<file path="config.mk">
export PLATFORM = sky130hd
export DESIGN_NAME = arc4_key_search
export DESIGN_NICKNAME = d
export VERILOG_FILES = /design/src/rtl/arc4_key_search_pkg.sv /design/src/rtl/arc4_key_search_lane_arbiter.sv /design/src/rtl/arc4_key_search.sv
export SDC_FILE = /design/constraint.sdc
export NUM_CORES = 1
export LEC_CHECK = 0
export BUFFER_PORTS_ARGS = -buffer_cell sky130_fd_sc_hd__buf_2
export CORE_MARGIN = 4
export CORE_UTILIZATION = 61
export CTS_BUF_LIST = sky130_fd_sc_hd__clkbuf_16
export DETAILED_ROUTE_END_ITERATION = 6
export GPL_TIMING_DRIVEN = 0
export MAX_ROUTING_LAYER = met4
export PLACE_DENSITY = 0.86
export SYNTH_ARGS = -nofsm -noshare
export SYNTH_HDL_FRONTEND = slang
export SYNTH_SLANG_ARGS = --single-unit
</file>
<file path="constraint.sdc">
create_clock -name clk -period 8.3 [get_ports clk]
set_clock_uncertainty 0.1 [all_clocks]
set_input_delay 0.83 -clock clk [delete_from_list [all_inputs] [get_ports clk]]
set_output_delay 0.83 -clock clk [all_outputs]
set_load 0.02 [all_outputs]
</file>
<file path="src/rtl/arc4_key_search_pkg.sv">
// Shared definitions for the ARC4 key-search controller: controller
// states and the "no key" marker driven on key when no match exists.
package arc4_search_pkg;

    typedef enum logic [2:0] {
        IDLE,
        DISPATCH,
        RUN,
        DRAIN,
        DONE
    } search_state_e;

    // Wide enough for any supported KEY_W; users slice the low KEY_W bits.
    localparam logic [63:0] KEY_ALL_ONES = {64{1'b1}};

endpackage

</file>
<file path="src/rtl/arc4_key_search_lane_arbiter.sv">
// Lowest-index-first picker. Given a request vector it returns a one-hot
// grant, the granted index and whether any request was present.
module lane_arbiter #(
    parameter int N     = 4,
    parameter int IDX_W = 2
) (
    input  logic [N-1:0]     req,
    output logic [N-1:0]     gnt,
    output logic [IDX_W-1:0] idx,
    output logic             any
);

    // Scan from the top down so the lowest requesting index is the last write.
    always_comb begin
        gnt = '0;
        idx = '0;
        any = 1'b0;
        for (int i = N - 1; i >= 0; i--) begin
            if (req[i]) begin
                gnt    = '0;
                gnt[i] = 1'b1;
                idx    = IDX_W'(i);
                any    = 1'b1;
            end
        end
    end

endmodule

</file>
<file path="src/rtl/arc4_key_search.sv">
// Multi-lane ARC4 key-search controller. Hands one candidate key per cycle
// to the lowest free decrypt lane, stops on the first reported match or on
// keyspace exhaustion, drains outstanding lanes and reports key/key_valid.
// Optional build macro ARC4_SEARCH_STATS_EN adds the keys_tried counter.
module arc4_key_search
    import arc4_search_pkg::*;
#(
    parameter int NUM_LANES  = 4,
    parameter int KEY_W      = 24,
    parameter int LANE_IDX_W = (NUM_LANES > 1) ? $clog2(NUM_LANES) : 1
) (
    input  logic                       clk,
    input  logic                       rst_n,
    input  logic                       en,
    output logic                       rdy,
    input  logic [KEY_W-1:0]           starting_key,
    input  logic [KEY_W-1:0]           key_increment,
    output logic [KEY_W-1:0]           key,
    output logic                       key_valid,
    output logic [LANE_IDX_W-1:0]      match_lane,
    output logic [NUM_LANES-1:0]       lane_start,
    output logic [NUM_LANES*KEY_W-1:0] lane_key,
    input  logic [NUM_LANES-1:0]       lane_done,
    input  logic [NUM_LANES-1:0]       lane_match
`ifdef ARC4_SEARCH_STATS_EN
    ,
    output logic [KEY_W:0]             keys_tried
`endif
);

    localparam logic [KEY_W-1:0] ALL_ONES = KEY_ALL_ONES[KEY_W-1:0];

    search_state_e state_q, state_d;
    // MSB of next_key is the exhausted flag: the carry out of the keyspace.
    logic [KEY_W:0]             next_key_q, next_key_d;
    logic [KEY_W-1:0]           stride_q, stride_d;
    logic [NUM_LANES-1:0]       busy_q, busy_d;
    logic                       found_q, found_d;
    logic [KEY_W-1:0]           key_q, key_d;
    logic                       key_valid_q, key_valid_d;
    logic [LANE_IDX_W-1:0]      match_lane_q, match_lane_d;
    logic [NUM_LANES-1:0]       lane_start_q, lane_start_d;
    logic [NUM_LANES*KEY_W-1:0] lane_key_q, lane_key_d;
    logic                       rdy_q, rdy_d;

    logic [NUM_LANES-1:0]  done_ok, busy_clr, match_req;
    logic [NUM_LANES-1:0]  free_gnt, match_gnt;
    logic [LANE_IDX_W-1:0] free_idx, match_idx;
    logic                  free_any, match_any;
    logic [KEY_W-1:0]      match_key;

    // Completions only count for busy lanes; a lane finishing this cycle is
    // already free for the dispatch decision made in the same cycle.
    assign done_ok   = lane_done & busy_q;
    assign busy_clr  = busy_q & ~done_ok;
    assign match_req = done_ok & lane_match;

    lane_arbiter #(.N(NUM_LANES), .IDX_W(LANE_IDX_W)) u_free_pick (
        .req (~busy_clr),
        .gnt (free_gnt),
        .idx (free_idx),
        .any (free_any)
    );

    lane_arbiter #(.N(NUM_LANES), .IDX_W(LANE_IDX_W)) u_match_pick (
        .req (match_req),
        .gnt (match_gnt),
        .idx (match_idx),
        .any (match_any)
    );

    // Key held by the winning matching lane.
    always_comb begin
        match_key = '0;
        for (int i = 0; i < NUM_LANES; i++) begin
            if (match_gnt[i]) begin
                match_key = match_key | lane_key_q[i*KEY_W +: KEY_W];
            end
        end
    end

    // Next-state, dispatch and match-latch logic.
    always_comb begin
        state_d      = state_q;
        next_key_d   = next_key_q;
        stride_d     = stride_q;
        busy_d       = busy_clr;
        found_d      = found_q;
        key_d        = key_q;
        key_valid_d  = key_valid_q;
        match_lane_d = match_lane_q;
        lane_start_d = '0;
        lane_key_d   = lane_key_q;
        rdy_d        = rdy_q;

        if (match_any && !found_q) begin
            found_d      = 1'b1;
            key_d        = match_key;
            match_lane_d = match_idx;
        end

        unique case (state_q)
            IDLE: begin
                rdy_d = 1'b1;
                if (en) begin
                    next_key_d  = {1'b0, starting_key};
                    stride_d    = (key_increment == '0) ? KEY_W'(1) : key_increment;
                    found_d     = 1'b0;
                    key_valid_d = 1'b0;
                    key_d       = ALL_ONES;
                    rdy_d       = 1'b0;
                    state_d     = DISPATCH;
                end
            end
            DISPATCH, RUN: begin
                if (free_any && !found_q && !next_key_q[KEY_W]) begin
                    lane_start_d = free_gnt;
                    busy_d       = busy_clr | free_gnt;
                    lane_key_d[int'(free_idx)*KEY_W +: KEY_W] = next_key_q[KEY_W-1:0];
                    next_key_d   = next_key_q + {1'b0, stride_q};
                end
                state_d = (found_d || next_key_d[KEY_W]) ? DRAIN : RUN;
            end
            DRAIN: begin
                if (busy_clr == '0) begin
                    state_d = DONE;
                end
            end
            DONE: begin
                key_valid_d = found_q;
                rdy_d       = 1'b1;
                state_d     = IDLE;
            end
            default: state_d = IDLE;
        endcase
    end

    // Controller state registers with synchronous active-low reset.
    always_ff @(posedge clk) begin
        if (!rst_n) begin
            state_q      <= IDLE;
            next_key_q   <= '0;
            stride_q     <= KEY_W'(1);
            busy_q       <= '0;
            found_q      <= 1'b0;
            key_q        <= ALL_ONES;
            key_valid_q  <= 1'b0;
            match_lane_q <= '0;
            lane_start_q <= '0;
            lane_key_q   <= '0;
            rdy_q        <= 1'b1;
        end else begin
            state_q      <= state_d;
            next_key_q   <= next_key_d;
            stride_q     <= stride_d;
            busy_q       <= busy_d;
            found_q      <= found_d;
            key_q        <= key_d;
            key_valid_q  <= key_valid_d;
            match_lane_q <= match_lane_d;
            lane_start_q <= lane_start_d;
            lane_key_q   <= lane_key_d;
            rdy_q        <= rdy_d;
        end
    end

    assign rdy        = rdy_q;
    assign key_valid  = key_valid_q;
    assign key        = key_valid_q ? key_q : ALL_ONES;
    assign match_lane = match_lane_q;
    assign lane_start = lane_start_q;
    assign lane_key   = lane_key_q;

`ifdef ARC4_SEARCH_STATS_EN
    logic [KEY_W:0] keys_tried_q, keys_tried_d;
    logic [4:0]     done_cnt;

    function automatic logic [KEY_W:0] sat_add(input logic [KEY_W:0] a, input logic [4:0] b);
        logic [KEY_W+1:0] s;
        s = {1'b0, a} + (KEY_W+2)'(b);
        return s[KEY_W+1] ? {(KEY_W+1){1'b1}} : s[KEY_W:0];
    endfunction

    // Count accepted completions; cleared when a new search is accepted.
    always_comb begin
        done_cnt = '0;
        for (int i = 0; i < NUM_LANES; i++) begin
            done_cnt = done_cnt + 5'(done_ok[i]);
        end
        keys_tried_d = sat_add(keys_tried_q, done_cnt);
        if (state_q == IDLE && en) begin
            keys_tried_d = '0;
        end
    end

    // Completion counter register.
    always_ff @(posedge clk) begin
        if (!rst_n) begin
            keys_tried_q <= '0;
        end else begin
            keys_tried_q <= keys_tried_d;
        end
    end

    assign keys_tried = keys_tried_q;
`endif

endmodule
</file>
# ---- After elaboration in Yosys (flattened, before gate mapping)
# Cells that the tools add are included.
# W data, S select, Z words.
dict set report word_totals {
  ff_bits 185
  in_bits 59
  out_inout_bits 128
  wordCells 103
}
dict set report op_classes {
  add_sub_neg 2
  n_mul 1
  eq_ne 7
  shift 2
  n_mux 51
  bitwise_logic 9
  n_reduce_logical 19
}
# operator count
set ops {}
lappend ops {{$mux W24} 9}
lappend ops {{$bwmux W96} 1}
lappend ops {{$shift A24 B33 Y96 const A} 1}
lappend ops {{$shiftx A24 B33 Y96} 1}
lappend ops {{$mux W25} 3}
lappend ops {{$or A24 B24 Y24} 3}
lappend ops {{$pmux W25 S2} 1}
lappend ops {{$mux W4} 10}
lappend ops {{$neg A7 Y33} 1}
lappend ops {{$add A25 B24 Y25} 1}
lappend ops {{$logic_not A24 Y1} 1}
lappend ops {{$mux W2} 8}
lappend ops {{$mux W1} 14}
lappend ops {{$and A4 B4 Y4} 3}
lappend ops {{$reduce_and A2 Y1} 5}
lappend ops {{$pmux W3 S3} 1}
lappend ops {{$not A4 Y4} 2}
lappend ops {{$eq A3 B2 Y1 const B} 2}
lappend ops {{$mux W3} 2}
lappend ops {{$ne A2 B2 Y1 const B} 3}
lappend ops {{$reduce_and A3 Y1} 2}
lappend ops {{$logic_not A4 Y1} 1}
lappend ops {{$mul A2 B2 Y4 const B} 1}
lappend ops {{$or A4 B4 Y4} 1}
lappend ops {{9 further kinds} 14}

# ---- Depth between registers and ports, before layout
# Gate-level depths: netlist of run 1.
dict set report logic_depth {
  word_depth 16
  depth_mapped 15
  mapped_depth_nobuf 10
}

# ---- By module
# A second synthesis of run 1 with hierarchy kept.
dict set report hier_totals {
  cells_unflattened 1209
  area_unflattened_um2 9967.1
}
# module n_inst cells_per_inst area_per_inst_um2 seq_area_each_um2
set modules_own_cells {}
lappend modules_own_cells {arc4_key_search 1 1187 9844.4 3703.6}
lappend modules_own_cells {lane_arbiter 2 11 61.3 0.0}

# ---- Worst setup path after synthesis of run 1
# OpenSTA, ideal clock, no wires.
dict set report synth_path {
  path_type {in2reg}
  startpoint {in lane_done[1]}
  endpoint {reg lane_key_q[16] (netlist: lane_key[16])}
  setup_ns 0.128
  arrival_ns 3.202
  setup_slack_ns 4.870
  path_stages 15
  path_cell_list {nand2b_1 -> buf_2 -> a21o_1 -> buf_2 -> nand2_1 -> buf_1 -> ha_1 -> clkbuf_1 -> and4b_1 -> and2_1 -> buf_2 -> nor2b_1 -> buf_2 -> a22oi_1 -> nor2_1}
}
dict set report synth_via {
  elab_chain_len 10
}
# element line
set synth_rtl {}
lappend synth_rtl {{from (decl)} arc4_key_search.sv:23} ;# input logic [NUM_LANES-1:0] lane_done,
lappend synth_rtl {{$and A4 B4 Y4 *} arc4_key_search.sv:54} ;# assign done_ok = lane_done & busy_q;
lappend synth_rtl {{$not A4 Y4 *} arc4_key_search.sv:55} ;# assign busy_clr = busy_q & ~done_ok;
lappend synth_rtl {{$and A4 B4 Y4 *} arc4_key_search.sv:55}
lappend synth_rtl {{$not A4 Y4 *} arc4_key_search.sv:59} ;# .req (~busy_clr),
lappend synth_rtl {{$mux W2 (2 in a row)} arc4_key_search_lane_arbiter.sv:19} ;# if (req[i]) begin
lappend synth_rtl {{$mul A2 B2 Y4} arc4_key_search.sv:119} ;# lane_key_d[int'(free_idx)*KEY_W +: KEY_W] = next_key_q[KEY_W-1:0];
lappend synth_rtl {{$neg A7 Y33} arc4_key_search.sv:119}
lappend synth_rtl {{$shiftx A24 B33 Y96 / $shift A24 B33 Y96 (equally long branches)} arc4_key_search.sv:119}
lappend synth_rtl {{$bwmux W96} arc4_key_search.sv:119}
lappend synth_rtl {{to (signal assigned)} arc4_key_search.sv:162} ;# lane_key_q <= lane_key_d;
lappend synth_rtl {{to (decl)} arc4_key_search.sv:43} ;# logic [NUM_LANES*KEY_W-1:0] lane_key_q, lane_key_d;
# Mark *: on every way between the ends. The rest lies on a longest branch, timed or not.
# A chain may end at the register's enable or synchronous reset.

# ---- Worst setup path in the final report of run 1
dict set report layout_path {
  startpoint {in lane_done[2]}
  endpoint {reg lane_key_q[37] (netlist: lane_key[37])}
}
dict set report layout_via {
  elab_chain_len 11
}
# element line
set layout_rtl {}
lappend layout_rtl {{$and A4 B4 Y4 *} arc4_key_search.sv:54}
lappend layout_rtl {{$not A4 Y4 *} arc4_key_search.sv:55}
lappend layout_rtl {{$and A4 B4 Y4 *} arc4_key_search.sv:55}
lappend layout_rtl {{$not A4 Y4 *} arc4_key_search.sv:59}
lappend layout_rtl {{$mux W2 (3 in a row)} arc4_key_search_lane_arbiter.sv:19}
lappend layout_rtl {{$mul A2 B2 Y4} arc4_key_search.sv:119}
lappend layout_rtl {{$neg A7 Y33} arc4_key_search.sv:119}
lappend layout_rtl {{$shiftx A24 B33 Y96 / $shift A24 B33 Y96 (equally long branches)} arc4_key_search.sv:119}
lappend layout_rtl {{$bwmux W96} arc4_key_search.sv:119}
# Marked as above.

==> results_dict.tcl, run 1 <==
set metrics [dict create \
    status "finished, final reports clean" \
    grt_first_pass_wirelength_um 61600 \
    min_from "stride_q[15]$_SDFFE_PN0P_" \
    setup_viol 0 \
    reg2reg_slack_ns 4.43 \
    path_clk_slew_ns 0.07 \
    crit_path_cell_trace "buf_2 -> and4bb_1 -> buf_2 -> nor2_8 -> inv_2 -> buf_1 -> ha_1 -> clkbuf_1 -> xnor2_1 -> nand4_1 -> nor2_2 -> a22o_1" \
    drt-pass1-iter-count 7 \
    fin_crit_sh_pct 48.8 \
    routed_wl_um 40800 \
    core_sq_um 16100 \
    powerDensity_nw_per_um2 253 \
    relSlewSlack_pct 36.5 \
    async_flop_share_pct 0 \
    worstReg2RegEnd "lane_key[37]$_SDFFE_PN0P_" \
    grt_max_degree 19 \
    power_mw 3.00 \
    final-seq-area_sq_um 3700 \
    synth_cells 1302 \
    wl_per_cell_um 23.5 \
    yosys.cell_types.count 86 \
    drive_gt1_share_pct 17.8 \
    fp.dieH_um 137 \
    tightest_slew_ns 0.950 \
    synth_top_area_share_pct 36.7 \
    holdPathEnd "stride_q[15]$_SDFFE_PN0P_" \
    clk_path_buf_depth 2 \
    place_congestion 1.05 \
    netlist_top_cells_count "208 x nand2_1, 185 x dfxtp_1, 137 x a21oi_1" \
    worst_hold_slack_ns 0.361 \
    synth_ff_type "dfxtp_1" \
    path_class "input port to register" \
    synth_edf_count 0 \
    cts_buffers 17 \
    cp_data_required_time_ns 8.58 \
    grt.overflow.total 0 \
    cts-htree-levels 4 \
    yosys-top-cells-area "dfxtp_1 37%, nand2_1 7.7%, a21oi_1 6.8%, ha_1 3.6%, nand3_1 3.4%" \
    grt_usage_pct 44.6 \
    multiInputGateArea_sq_um 5890 \
    cts_resized 0 \
    start_util_pct 62.9 \
    avgSynthCellArea_sq_um 7.76 \
    gr-usage-met3_pct 11.3 \
    yosysWarnings 0 \
    ir_worst_vdd_mv 0.194 \
    vias 11700 \
    cap_violations 0 \
    antenna_found_initial 0 \
    arrival_ns 4.33 \
    fin_crit_ns 4.05 \
    vias_per_cell 6.74 \
    cts_tree "done" \
    yosysMostFrequentCell "nand2_1" \
    finalHoldViolations 0 \
    areaGrowthSynthToFinish_pct 17.5 \
    fmax_ghz 0.247 \
    cts_num_sinks 185 \
    final_nets 1596 \
    cp_slowest_cell "buf_1" \
    syn_area_sq_um 10100 \
    hold_class "register to register" \
    met1_usage_pct 50.4 \
    cts_setup_buffers 0 \
    drt_iter0_markers 1687 \
    r2r_cells 11 \
    crit_fanout 12 \
    pin_count 187 \
    hold_buffers 0 \
    hpwl_um 31600 \
    endpoint_kind "register" \
    cpPeakStageDelay_ns 0.55 \
    grt_busiest_layer "met2" \
    grt_pass1_vias 11000 \
    insertion_delay_ns 0.44 \
    rsz0062_at_grt "no" \
    yosysSeqAreaShare_pct 36.7 \
    drc 0 \
    r2r_start "busy_q[2]$_SDFF_PN0_" \
    maxSlewViolCount 0 \
    dieArea_sq_um 18700 \
    synth_top_area_cell "dfxtp_1" \
    die_x_um 137 \
    tns_ns 0 \
    rows 46 \
    setup.worst_path.start_class "input port" \
    final_util_pct 73.9 \
    num-fill-cells 1271 \
    io_buffers 186 \
    antenna_cells 0 \
    synth_nets 1391 \
    cts_root_buf "clkbuf_16" \
    grtUsageMet2_pct 70.0 \
    whs_path_depth 2 \
    leakage_nw 4.87 \
    critical_path.most_common_cell "buf_2" \
    ys_ff_latch 185 \
    postRouteAntennaNets 0 \
]
[layout make-up]
cell class              count  area share [%]
multi-input cells         994            49.6
flip-flops and latches    185            31.2
repair buffers            186            7.84
clock buffers              17            3.58
plain buffers              99            3.52
well taps                 216            2.28
clock inverters            14            1.16
inverters                  24           0.759
[metal layers]
layer	vias up	part of all wire, %
met5	-	0
met4	0	8.5
met3	246	12
met2	920	45
met1	5347	34
li1	5187	-
[stage by stage]
stage,setup slack (ns),cells,instance area [sq um]
finish,4.25,1735,11900
floorplan,4.87,1302,10100
detailed placement,3.88,1704,11300
global placement,3.88,1704,11300
CTS,4.33,1735,11900
global route,4.11,1735,11900
[flip-flops by register name, summed over array words and instances, names as in the netlist]
| signal | count |
|---|---|
| lane_key | 96 |
| key_q | 24 |
| next_key_q | 25 |
| rdy | 1 |
| key_valid | 1 |
| state_q | 3 |
| lane_start | 4 |
| found_q | 1 |
| match_lane | 2 |
| busy_q | 4 |
| stride_q | 24 |
[worst max path at each step]
stage | depth (start not counted) | endpoint | start
after floorplan | 15 | lane_key[16]$_SDFFE_PN0P_ | lane_done[1]
after global placement | 14 | lane_key[85]$_SDFFE_PN0P_ | lane_done[2]
after detailed placement | 14 | lane_key[85]$_SDFFE_PN0P_ | lane_done[2]
after CTS | 14 | lane_key[85]$_SDFFE_PN0P_ | lane_done[2]
after global routing | 12 | lane_key[34]$_SDFFE_PN0P_ | lane_done[2]
final | 12 | lane_key[37]$_SDFFE_PN0P_ | lane_done[2]
[worst max-delay path, delay by kind of cell]
kind,cells,cell delay [ns]
xor+xnor,1,0.28
simple gates,4,1.24
fa+ha+maj,1,0.25
compound gates,1,0.19
buf+inv,5,1.52
[cell usage in the layout (no fill, tap or decap), types with 26 or more instances in the layout]
cell	n
nor3_1	29
nand3_1	69
o211ai_1	35
ha_1	29
nand2_1	208
a21oi_1	137
dfxtp_1	185
o21ai_0	66
clkbuf_1	67
buf_2	211
a22oi_1	39
a221oi_1	26
o21ai_1	33
nor2_1	63
nand2b_1	34
[power breakdown]
| group | internal [mW] | switching [mW] |
|---|---|---|
| combinational | 0.341 | 0.696 |
| sequential | 0.979 | 0.194 |
| clock | 0.395 | 0.398 |
| total | 1.72 | 1.29 |
[cell families after synthesis]
kind of cell | share of synthesized area [%]
flops | 36.7
xor+xnor | 0.768
simple gates | 24.0
compound gates | 29.0
buf+inv | 5.03
mux | 0.805
fa+ha+maj | 3.79
Note: power is estimated with default switching activity, not from simulation.
==> run 2: changes to the inputs <==
Settings changed: CORE_UTILIZATION 61 to 56, PLACE_DENSITY 0.86 to 0.8.
Clock period 8.3 ns to 4.2 ns, I/O delays scaled along.
==> results_dict.tcl, run 2 (synthesis results as in run 1) <==
set metrics [dict create \
    status "finished, final reports clean" \
    multiInputGateArea_sq_um 5890 \
    mostFrequentLayoutCell "buf_2" \
    routed-wl-met2_um 18500 \
    cp_data_required_time_ns 4.49 \
    leakage_nw 4.88 \
    cap_violations 0 \
    drt-pass1-iter-count 5 \
    final_nets 1596 \
    place_congestion 1.05 \
    pin_count 187 \
    cts_num_sinks 185 \
    cts_resized 0 \
    post_dp_cell_area_sq_um 11300 \
    cts_tree "done" \
    ir_worst_vdd_mv 0.316 \
    final-seq-area_sq_um 3700 \
    p_int_mw 3.41 \
    dp.cells 1713 \
    drt_iter0_markers 1343 \
    final_cells 1745 \
    largest_reg_flops 96 \
    dieArea_sq_um 20300 \
    wl_per_cell_um 23.2 \
    power_mw 5.97 \
    drc 0 \
    routed_wl_um 40500 \
    io_buffers 186 \
    hpwl_um 31200 \
    postRouteAntennaNets 0 \
    layout_common_cells "211 x buf_2, 208 x nand2_1, 185 x dfxtp_1" \
    vias_per_cell 6.56 \
    die_x_um 142 \
    fin_crit_sh_pct 95.5 \
    hold_buffers 0 \
    grt_pass1_vias 10600 \
    endpoint_kind "register" \
    grt_first_pass_wirelength_um 61000 \
    rsz0062_at_grt "no" \
    areaGrowthSynthToFinish_pct 17.7 \
    top_layer_used "met4" \
    power_frac_seq_pct 38.7 \
    antenna_cells 0 \
    stdcell_area_sq_um 11900 \
    start_util_pct 57.8 \
    clk_path_buf_depth 2 \
    maxSlewViolCount 0 \
    vias 11400 \
    p_comb_share_pct 34.4 \
    drive_gt1_share_pct 17.8 \
    setup.worst_path.start_class "register" \
    fin_crit_ns 4.01 \
    cts-htree-levels 4 \
    grt.overflow.total 0 \
    cpPeakStageDelay_ns 0.57 \
    cts_root_buf "clkbuf_16" \
    final_util_pct 68.0 \
    crit_family "buffers and inverters" \
    power_switching_share_pct 42.9 \
    finalHoldViolations 0 \
    grt_usage_pct 40.5 \
    switchingPower_mw 2.56 \
    hold_class "input port to register" \
    arrival_ns 4.30 \
    tns_ns 0 \
    fp.dieH_um 142 \
    critPathBufInv 4 \
    wl_met1_um 14900 \
    fmax_ghz 0.249 \
    cts_setup_buffers 0 \
    relSlewSlack_pct 45.8 \
    grt_max_degree 20 \
    clockPowerShare_pct 27.0 \
    tightest_slew_ns 0.805 \
    crit_fanout 12 \
    rows 48 \
    num-fill-cells 1540 \
    crit_path_cell_trace "and4bb_1 -> buf_2 -> nor2_8 -> inv_2 -> buf_1 -> ha_1 -> clkbuf_1 -> xnor2_1 -> nand4_1 -> nor2_2 -> a22o_1" \
    setup_viol 0 \
    core_sq_um 17500 \
    reg2reg_slack_ns 0.19 \
    path_clk_slew_ns 0.08 \
    cp_slowest_cell "buf_1" \
    cts_buffers 17 \
    powerDensity_nw_per_um2 502 \
    wl_met3_um 4270 \
    path_class "register to register" \
    antenna_found_initial 0 \
    insertion_delay_ns 0.45 \
]
## run 2: tightest hold or removal path: cells and delay by family
kind	cells	cell delay [ns]
simple gates	1	0.05
compound gates	1	0.05
buf+inv	1	0.10
## run 2: layout make-up
| type | instances | area share (%) |
|---|---|---|
| Timing Repair Buffer | 186 | 7.83 |
| Sequential cell | 185 | 31.1 |
| Clock buffer | 17 | 3.58 |
| Buffer | 99 | 3.51 |
| Clock inverter | 15 | 1.28 |
| Multi-Input combinational cell | 994 | 49.5 |
| Tap cell | 225 | 2.37 |
| Inverter | 24 | 0.757 |
## run 2: path summary, 6_finish.rpt
kind | end | cells after the start | start
max | lane_key[38]$_SDFFE_PN0P_ | 11 | busy_q[2]$_SDFF_PN0_
min | stride_q[19]$_SDFFE_PN0P_ | 3 | key_increment[19]
max reg2reg | lane_key[38]$_SDFFE_PN0P_ | 11 | busy_q[2]$_SDFF_PN0_
min reg2reg | stride_q[18]$_SDFFE_PN0P_ | 2 | stride_q[18]$_SDFFE_PN0P_
## run 2: power by group through the flow
stage                     Combinational, mW  Sequential, mW  Clock (mW)
final                                  2.05            2.31        1.61
after global routing                   2.22            2.30        1.67
after CTS                              1.99            2.27        1.59
after detailed placement               1.97            2.31           0
after global placement                 1.96            2.31           0
after floorplan                        1.35            2.17           0
## run 2: routing by layer
layer	global-route usage, %	vias up
met1	48.2	5294
met5	-	-
met2	64.5	796
li1	-	5176
met4	24.2	0
met3	6.42	181
## run 2: through the flow
step	hold WS, ns	setup WS, ns
2_1_floorplan	0.340	1.18
3_3_place_gp	0.348	0.0846
3_5_place_dp	0.354	0.159
4_1_cts	0.112	0.365
5_1_grt	0.128	0.0296
6_report	0.110	0.190
